===== src/rtl/curve_lut_pkg.sv =====
// Shared defaults and loader state encoding for the curve LUT loader.
package curve_lut_pkg;

   localparam int DATA_WIDTH_DEF = 8;
   localparam int LUT_DEPTH_DEF  = 256;

   typedef enum logic [1:0] {
      ST_IDLE = 2'd0,
      ST_LOAD = 2'd1,
      ST_PEND = 2'd2
   } loader_state_t;

endpackage


===== src/rtl/curve_lut_dpram.sv =====
// Simple dual-port RAM holding both table banks; the bank bit is the address MSB.
module curve_lut_dpram #(
   parameter int DATA_WIDTH = 8,
   parameter int ADDR_WIDTH = 9
) (
   input  logic                  clk,
   input  logic                  we,
   input  logic [ADDR_WIDTH-1:0] waddr,
   input  logic [DATA_WIDTH-1:0] wdata,
   input  logic [ADDR_WIDTH-1:0] raddr,
   output logic [DATA_WIDTH-1:0] rdata
);

   logic [DATA_WIDTH-1:0] mem [0:(2**ADDR_WIDTH)-1];

   // Write port and registered read port; contents are deliberately not reset.
   always_ff @(posedge clk) begin
      if (we) begin
         mem[waddr] <= wdata;
      end
      rdata <= mem[raddr];
   end

endmodule


===== src/rtl/curve_lut_loader.sv =====
// Grey-level curve mapping with a double-buffered table that is streamed in
// byte by byte and made active only on a vsync rising edge.
module curve_lut_loader
   import curve_lut_pkg::*;
#(
   parameter int DATA_WIDTH = DATA_WIDTH_DEF,
   parameter int LUT_DEPTH  = LUT_DEPTH_DEF
) (
   input  logic                  clk,
   input  logic                  rst,
   input  logic                  lut_wr_valid,
   input  logic [DATA_WIDTH-1:0] lut_wr_data,
   output logic                  lut_wr_ready,
   output logic                  lut_load_done,
   input  logic                  per_frame_vsync,
   input  logic                  per_frame_href,
   input  logic                  per_frame_clken,
   input  logic [DATA_WIDTH-1:0] per_img_Y,
   output logic                  post_frame_vsync,
   output logic                  post_frame_href,
   output logic                  post_frame_clken,
   output logic [DATA_WIDTH-1:0] post_img_Y
);

   localparam int ADDR_W = $clog2(LUT_DEPTH);
   localparam logic [ADDR_W-1:0] LAST_ADDR = ADDR_W'(LUT_DEPTH - 1);

   loader_state_t         state;
   loader_state_t         state_nxt;
   logic [ADDR_W-1:0]     wr_addr;
   logic                  bank_sel;
   logic                  lut_valid;
   logic                  vsync_d;
   logic                  use_lut;
   logic [DATA_WIDTH-1:0] bypass_y;
   logic [DATA_WIDTH-1:0] ram_rdata;
   logic                  accept;
   logic                  vsync_rise;
   logic                  swap;

   assign lut_wr_ready = (state == ST_IDLE) || (state == ST_LOAD);
   assign accept       = lut_wr_valid && lut_wr_ready;
   assign vsync_rise   = per_frame_vsync && !vsync_d;

   // Loader next state; a swap is only possible once the full shadow table is in.
   always_comb begin
      state_nxt = state;
      swap      = 1'b0;
      case (state)
         ST_IDLE: begin
            if (accept) begin
               state_nxt = (wr_addr == LAST_ADDR) ? ST_PEND : ST_LOAD;
            end else begin
               state_nxt = ST_IDLE;
            end
         end
         ST_LOAD: begin
            if (accept && (wr_addr == LAST_ADDR)) begin
               state_nxt = ST_PEND;
            end else begin
               state_nxt = ST_LOAD;
            end
         end
         ST_PEND: begin
            if (vsync_rise) begin
               swap      = 1'b1;
               state_nxt = ST_IDLE;
            end else begin
               state_nxt = ST_PEND;
            end
         end
         default: begin
            state_nxt = ST_IDLE;
         end
      endcase
   end

   // Loader state, write address, bank select and load-done pulse.
   always_ff @(posedge clk or posedge rst) begin
      if (rst) begin
         state         <= ST_IDLE;
         wr_addr       <= '0;
         bank_sel      <= 1'b0;
         lut_valid     <= 1'b0;
         vsync_d       <= 1'b0;
         lut_load_done <= 1'b0;
      end else begin
         state         <= state_nxt;
         vsync_d       <= per_frame_vsync;
         lut_load_done <= swap;
         if (swap) begin
            bank_sel  <= ~bank_sel;
            lut_valid <= 1'b1;
            wr_addr   <= '0;
         end else if (accept) begin
            wr_addr <= wr_addr + ADDR_W'(1);
         end
      end
   end

   curve_lut_dpram #(
      .DATA_WIDTH (DATA_WIDTH),
      .ADDR_WIDTH (ADDR_W + 1)
   ) u_dpram (
      .clk   (clk),
      .we    (accept),
      .waddr ({~bank_sel, wr_addr}),
      .wdata (lut_wr_data),
      .raddr ({bank_sel, per_img_Y[ADDR_W-1:0]}),
      .rdata (ram_rdata)
   );

   // Sync and bypass pipeline aligned with the one-cycle RAM read.
   always_ff @(posedge clk or posedge rst) begin
      if (rst) begin
         post_frame_vsync <= 1'b0;
         post_frame_href  <= 1'b0;
         post_frame_clken <= 1'b0;
         bypass_y         <= '0;
         use_lut          <= 1'b0;
      end else begin
         post_frame_vsync <= per_frame_vsync;
         post_frame_href  <= per_frame_href;
         post_frame_clken <= per_frame_clken;
         bypass_y         <= per_img_Y;
         use_lut          <= lut_valid;
      end
   end

   // The select is sampled with the read address, so the swap cycle stays consistent.
   always_comb begin
      post_img_Y = bypass_y;
      if (use_lut) begin
         post_img_Y = ram_rdata;
      end else begin
         post_img_Y = bypass_y;
      end
   end

endmodule


===== config.mk =====
export PLATFORM = sky130hd
export DESIGN_NAME = curve_lut_loader
export DESIGN_NICKNAME = d
export VERILOG_FILES = /design/src/rtl/curve_lut_pkg.sv /design/src/rtl/curve_lut_dpram.sv /design/src/rtl/curve_lut_loader.sv
export SDC_FILE = /design/constraint.sdc
export NUM_CORES = 2
export LEC_CHECK = 0
export CORE_UTILIZATION = 48
export CTS_CLUSTER_DIAMETER = 120
export CTS_CLUSTER_SIZE = 25
export DETAILED_ROUTE_END_ITERATION = 10
export SKIP_LAST_GASP = 1
export SLEW_MARGIN = 25
export SYNTH_ARGS = -nofsm -noshare
export SYNTH_HDL_FRONTEND = slang
export SYNTH_SLANG_ARGS = --single-unit

===== constraint.sdc =====
create_clock -name clk -period 2.8 [get_ports clk]
set_input_delay 0.7 -clock clk [delete_from_list [all_inputs] [get_ports clk]]
set_output_delay 0.7 -clock clk [all_outputs]
set_load 0.02 [all_outputs]

[Yosys cells after proc, flatten, opt, wreduce, memory -nomap -nowiden]
Memories as Yosys holds them, arrays and structs flattened. A register that Yosys moved wholly into a read port is not among the register bits.
Cells that the tools add are included.
Word-level totals
  RAM bits: 4096
  memories kept: 1
  output and inout bits: 13
  register bits after elaboration: 25
Operators by class
  equality and inequality tests: 3
  reductions and logical operators: 7
  multiplexer cells: 12
  add/subtract/negate cells: 1
  bitwise gates (word level): 1
Memories
  u_dpram.mem: words 512, bits a word 8, rd ports 1, clocked after memory_dff 1, write ports 1, RTL line curve_lut_dpram.sv:14  | logic [DATA_WIDTH-1:0] mem [0:(2**ADDR_WIDTH)-1];
Operator list (number)
  $mux W8: 3
  $add A8 B1 Y8 const B: 1
  $eq A8 B8 Y1 const B: 1
  $mux W2: 4
  $pmux W2 S3: 1
  $mux W1: 4
  $logic_and A1 B1 Y1: 3
  $eq A2 B1 Y1 const B: 1
  $eq A2 B2 Y1 const B: 1
  $logic_not A2 Y1: 1
  $reduce_bool A2 Y1: 1
  $logic_not A1 Y1: 1
  $logic_or A1 B1 Y1: 1
  $not A1 Y1: 1

[Longest topological paths before layout]
  word-level depth: 6
  depth in mapped cells: 14
  depth with buffers taken out: 7

[Modules after synthesis]
Synthesis repeated with hierarchy kept, for this count alone.
Unflattened totals
  cell total of the unflattened synthesis: 8107
  area total of the unflattened synthesis: 160940.6 µm²
By module, submodules not included
  curve_lut_dpram: sequential area each 123158.1 µm², cells an instance 8030, area each 159927.1 µm², instances 1
  curve_lut_loader: sequential area each 625.6 µm², cells an instance 77, area each 1013.5 µm², instances 1

[Least setup slack after synthesis]
OpenSTA, ideal clock, no wires.
  kind: input-to-reg
  start point: in per_img_Y[0]
  end point: reg u_dpram.rdata[1] (read register of u_dpram.mem)
  path buffers: 5
  required time: 2674 ps
  library setup time: 126 ps
  setup slack: -101 ps
  stages on the path: 9
  arrival: 2775 ps
  cells stage by stage: buf_6 -> buf_8 -> buf_8 -> buf_6 -> buf_2 -> mux4_2 -> mux4_2 -> o21ai_1 -> a211oi_2
RTL lines
  from (decl): RTL line curve_lut_loader.sv:18  | input logic [DATA_WIDTH-1:0] per_img_Y,
  to (decl): RTL line curve_lut_dpram.sv:11  | output logic [DATA_WIDTH-1:0] rdata

==> metrics.txt <==
Final Hold Vio Count=0; dominant cell type by area after synthesis=edfxtp_1; reg2reg setup slack=0 ns; Worst Hold Class=in -> async; Max Slew Vio Count=0; Startpoint Class=primary input; I/O Buffers=34; Tot Pwr=about 0.11 W; crit end category=register; top post-synthesis cells by area=edfxtp_1, mux4_2, mux2i_1; Hold Slack=0.1362 ns; CTS buffer count=approximately 190; Worst-Skew Late Latency=between 0.9 and 1 ns; final cell count without fillers=approximately 14000; I/O pin total=35; Finish-stage setup viols=2; crit-path max FO=15; Syn Nets=a little over 8000; ys async rst share=0.006055; TritonRoute pass-1 iters=6; Post-Route WL=430.8 mm; clk buf depth=4; crit path time final=approximately 2.8 ns; Max Cap Violations=0; Worst Setup Slack, final=-0.007858 ns; initial DRC count=approximately 9900; FF+latch count, synth=just over 4000; Initial Util=0.4840; global-route usage over all layers=0.2511; Pleak=around 60 nW; clk root buf=clkbuf_16; Post-synth EDFFs=about 4000; PD cells=roughly 590 nW/um2; Setup TNS Final=-0.01178 ns; fillers=25490; DPL Wire Length=286.4 mm; post-DR vias/cell=~6.1; Synth Flop Type=edfxtp_1; WL/cell=30.84 um; kind of critical path=in -> reg; Area Overhead vs Synth=14.16%; antenna violations before repair=12; first-pass GRT wire length=615.1 mm; GR Overflow Total=0; placed cell count=approximately 14000; VDD IR-drop max=around 0.00071 V; most frequent cell after synthesis=edfxtp_1; reg-to-reg endpoint=u_dpram.rdata[1]; Critical Path AT=between 3 and 4 ns; Syn Inst Count=around 8000; Clock Skews=roughly 0.080 ns; max_slew headroom=0.4187; clock sinks=a little over 4000; # DRC=0; Die Ht=583.0 um; vias=between 80000 and 90000; row cnt=around 210; Synth top area share=0.7592; CTS H-tree depth=4; top post-synthesis cells by count=edfxtp_1, mux2i_1, mux4_2; Post-layout nets=9438; mapped cell area=roughly 160000 um2; synth unique cells=between 60 and 70; RSZ-0062 raised after global routing=yes; CTS tree=yes; Synth Warn #=0; failing checks=negative setup slack; Placeable Area=334800 um2; f_max=about 360 MHz; RePlAce Congestion=0.9033; share of cells above drive strength 1=0.2771; sequential share of the synthesized area=0.7640; RR Startpoint=bank_sel; crit share post-route=1.003; syn_area_per_cell=approximately 20 um2; Layout Utilization=0.5525; Worst Tran Pin Value=between 0.8 and 0.9 ns; Die ar.=between 300000 and 400000 um2; Clk pin slew, worst setup/hold paths=0.10 ns; vias in the first global route=about 84000; Critical Path RT=~3.6 ns; Die W=583.0 um; r2r worst-path depth=9; status=complete, but fails checks; largest net degree at the start of global routing=between 100 and 150; final antenna-violating net count=0
==> final cells by class <==
class | count | area [um2] | area share
repair buffers | 1662 | 15400 | 0.08325
diodes | 4 | 10.01 | 0.00005412
inverters | 7 | 33.78 | 0.0001827
clock buffers | 241 | 5010 | 0.02709
clock inverters | 7 | 78.83 | 0.0004262
multi-input cells | 3425 | 35010 | 0.1893
well taps | 4494 | 5623 | 0.03040
flip-flops and latches | 4129 | 123800 | 0.6693
==> per-stage QoR <==
step | instance area, um2 | setup WS (ns)
finish | 185000 | -0.007858
global route | 184900 | -0.01997
CTS | 184800 | -0.1564
detailed placement | 179600 | -1.479
global placement | 179600 | -1.488
floorplan | 162000 | 0.00003952
==> power breakdown <==
| group | switching (W) | internal, W | leakage [nW] |
|---|---|---|---|
| clock network | 0.0184 | 0.0127 | 2.47 |
| registers | 0.000207 | 0.0682 | 37.2 |
| logic | 0.00631 | 0.00352 | 21.1 |
==> worst max path at each step <==
stage,to,slack (ns),depth (start not counted),start
after global placement,u_dpram.rdata[6],-1.49,13,per_img_Y[0]
final,u_dpram.rdata[0],-0.008,11,per_img_Y[1]
after floorplan,u_dpram.rdata[0],0.00004,9,per_img_Y[0]
after CTS,post_img_Y[7],-0.16,3,use_lut
after detailed placement,u_dpram.rdata[6],-1.48,13,per_img_Y[0]
after global routing,post_img_Y[1],-0.02,3,use_lut
==> worst max-delay path, cell delays in order <==
cell      delay (ns)
buf_8           0.12
or2_4           0.35
buf_4           0.26
buf_4           0.22
o221ai_2        0.16
o22ai_1         0.13
o21ai_0         0.48
nand2_1         0.25
buf_12          0.20
or4_1           0.55
a211oi_2        0.17
==> registers in the layout, indices dropped and copies added, names as in the netlist, 2 cells and up <==
| name | flops |
|---|---|
| bypass_y | 8 |
| state | 2 |
| u_dpram.mem | 4096 |
| u_dpram.rdata | 8 |
| wr_addr | 8 |
==> repair_timing <==
item	CTS	global route
pin swaps	0	4
buffers inserted	2	0
hold buffers	0	0
resized for setup	68	34
setup endpoints to repair	18	14
==> cells in the final DEF, fill, tap and decap left out, types with 30 or more instances in the layout <==
| master | synthesis | layout |
|---|---|---|
| o22ai_1 | 175 | 175 |
| a21oi_1 | 207 | 207 |
| nor3_1 | 61 | 53 |
| clkbuf_1 | 242 | 48 |
| nor2_1 | 593 | 590 |
| mux2i_1 | 805 | 805 |
| edfxtp_1 | 4096 | 4096 |
| mux4_2 | 643 | 643 |
| o221ai_2 | 50 | 51 |
| o21ai_0 | 122 | 116 |
| o221ai_1 | 317 | 316 |
| o21ai_1 | 27 | 30 |
| buf_4 | 52 | 1405 |
| clkbuf_16 | 0 | 193 |
| nand2_1 | 70 | 64 |
| a22oi_1 | 39 | 39 |
| buf_12 | 42 | 223 |
==> kinds of logic (layout without fill, tap and decap cells) <==
kind of cell,after synthesis,in the layout,share of synthesized area
flip-flops,4129,4129,0.7640
multiplexers,1470,1470,0.1417
AO/OA/AOI/OAI,1037,1037,0.04645
AND/OR/NAND/NOR,907,907,0.02481
buffers and inverters,536,1917,0.02234
XOR/XNOR,7,7,0.0003784
adder cells (fa/ha/maj),4,4,0.0003089
other,0,4,0
==> per-layer routing <==
metal / global-route usage / share of wire
met3: 0.03257 / 0.073
met2: 0.4062 / 0.48
met1: 0.3668 / 0.42
met4: 0.05644 / 0.024
met5: 0 / 0
Power figures use the tool's default switching activity.
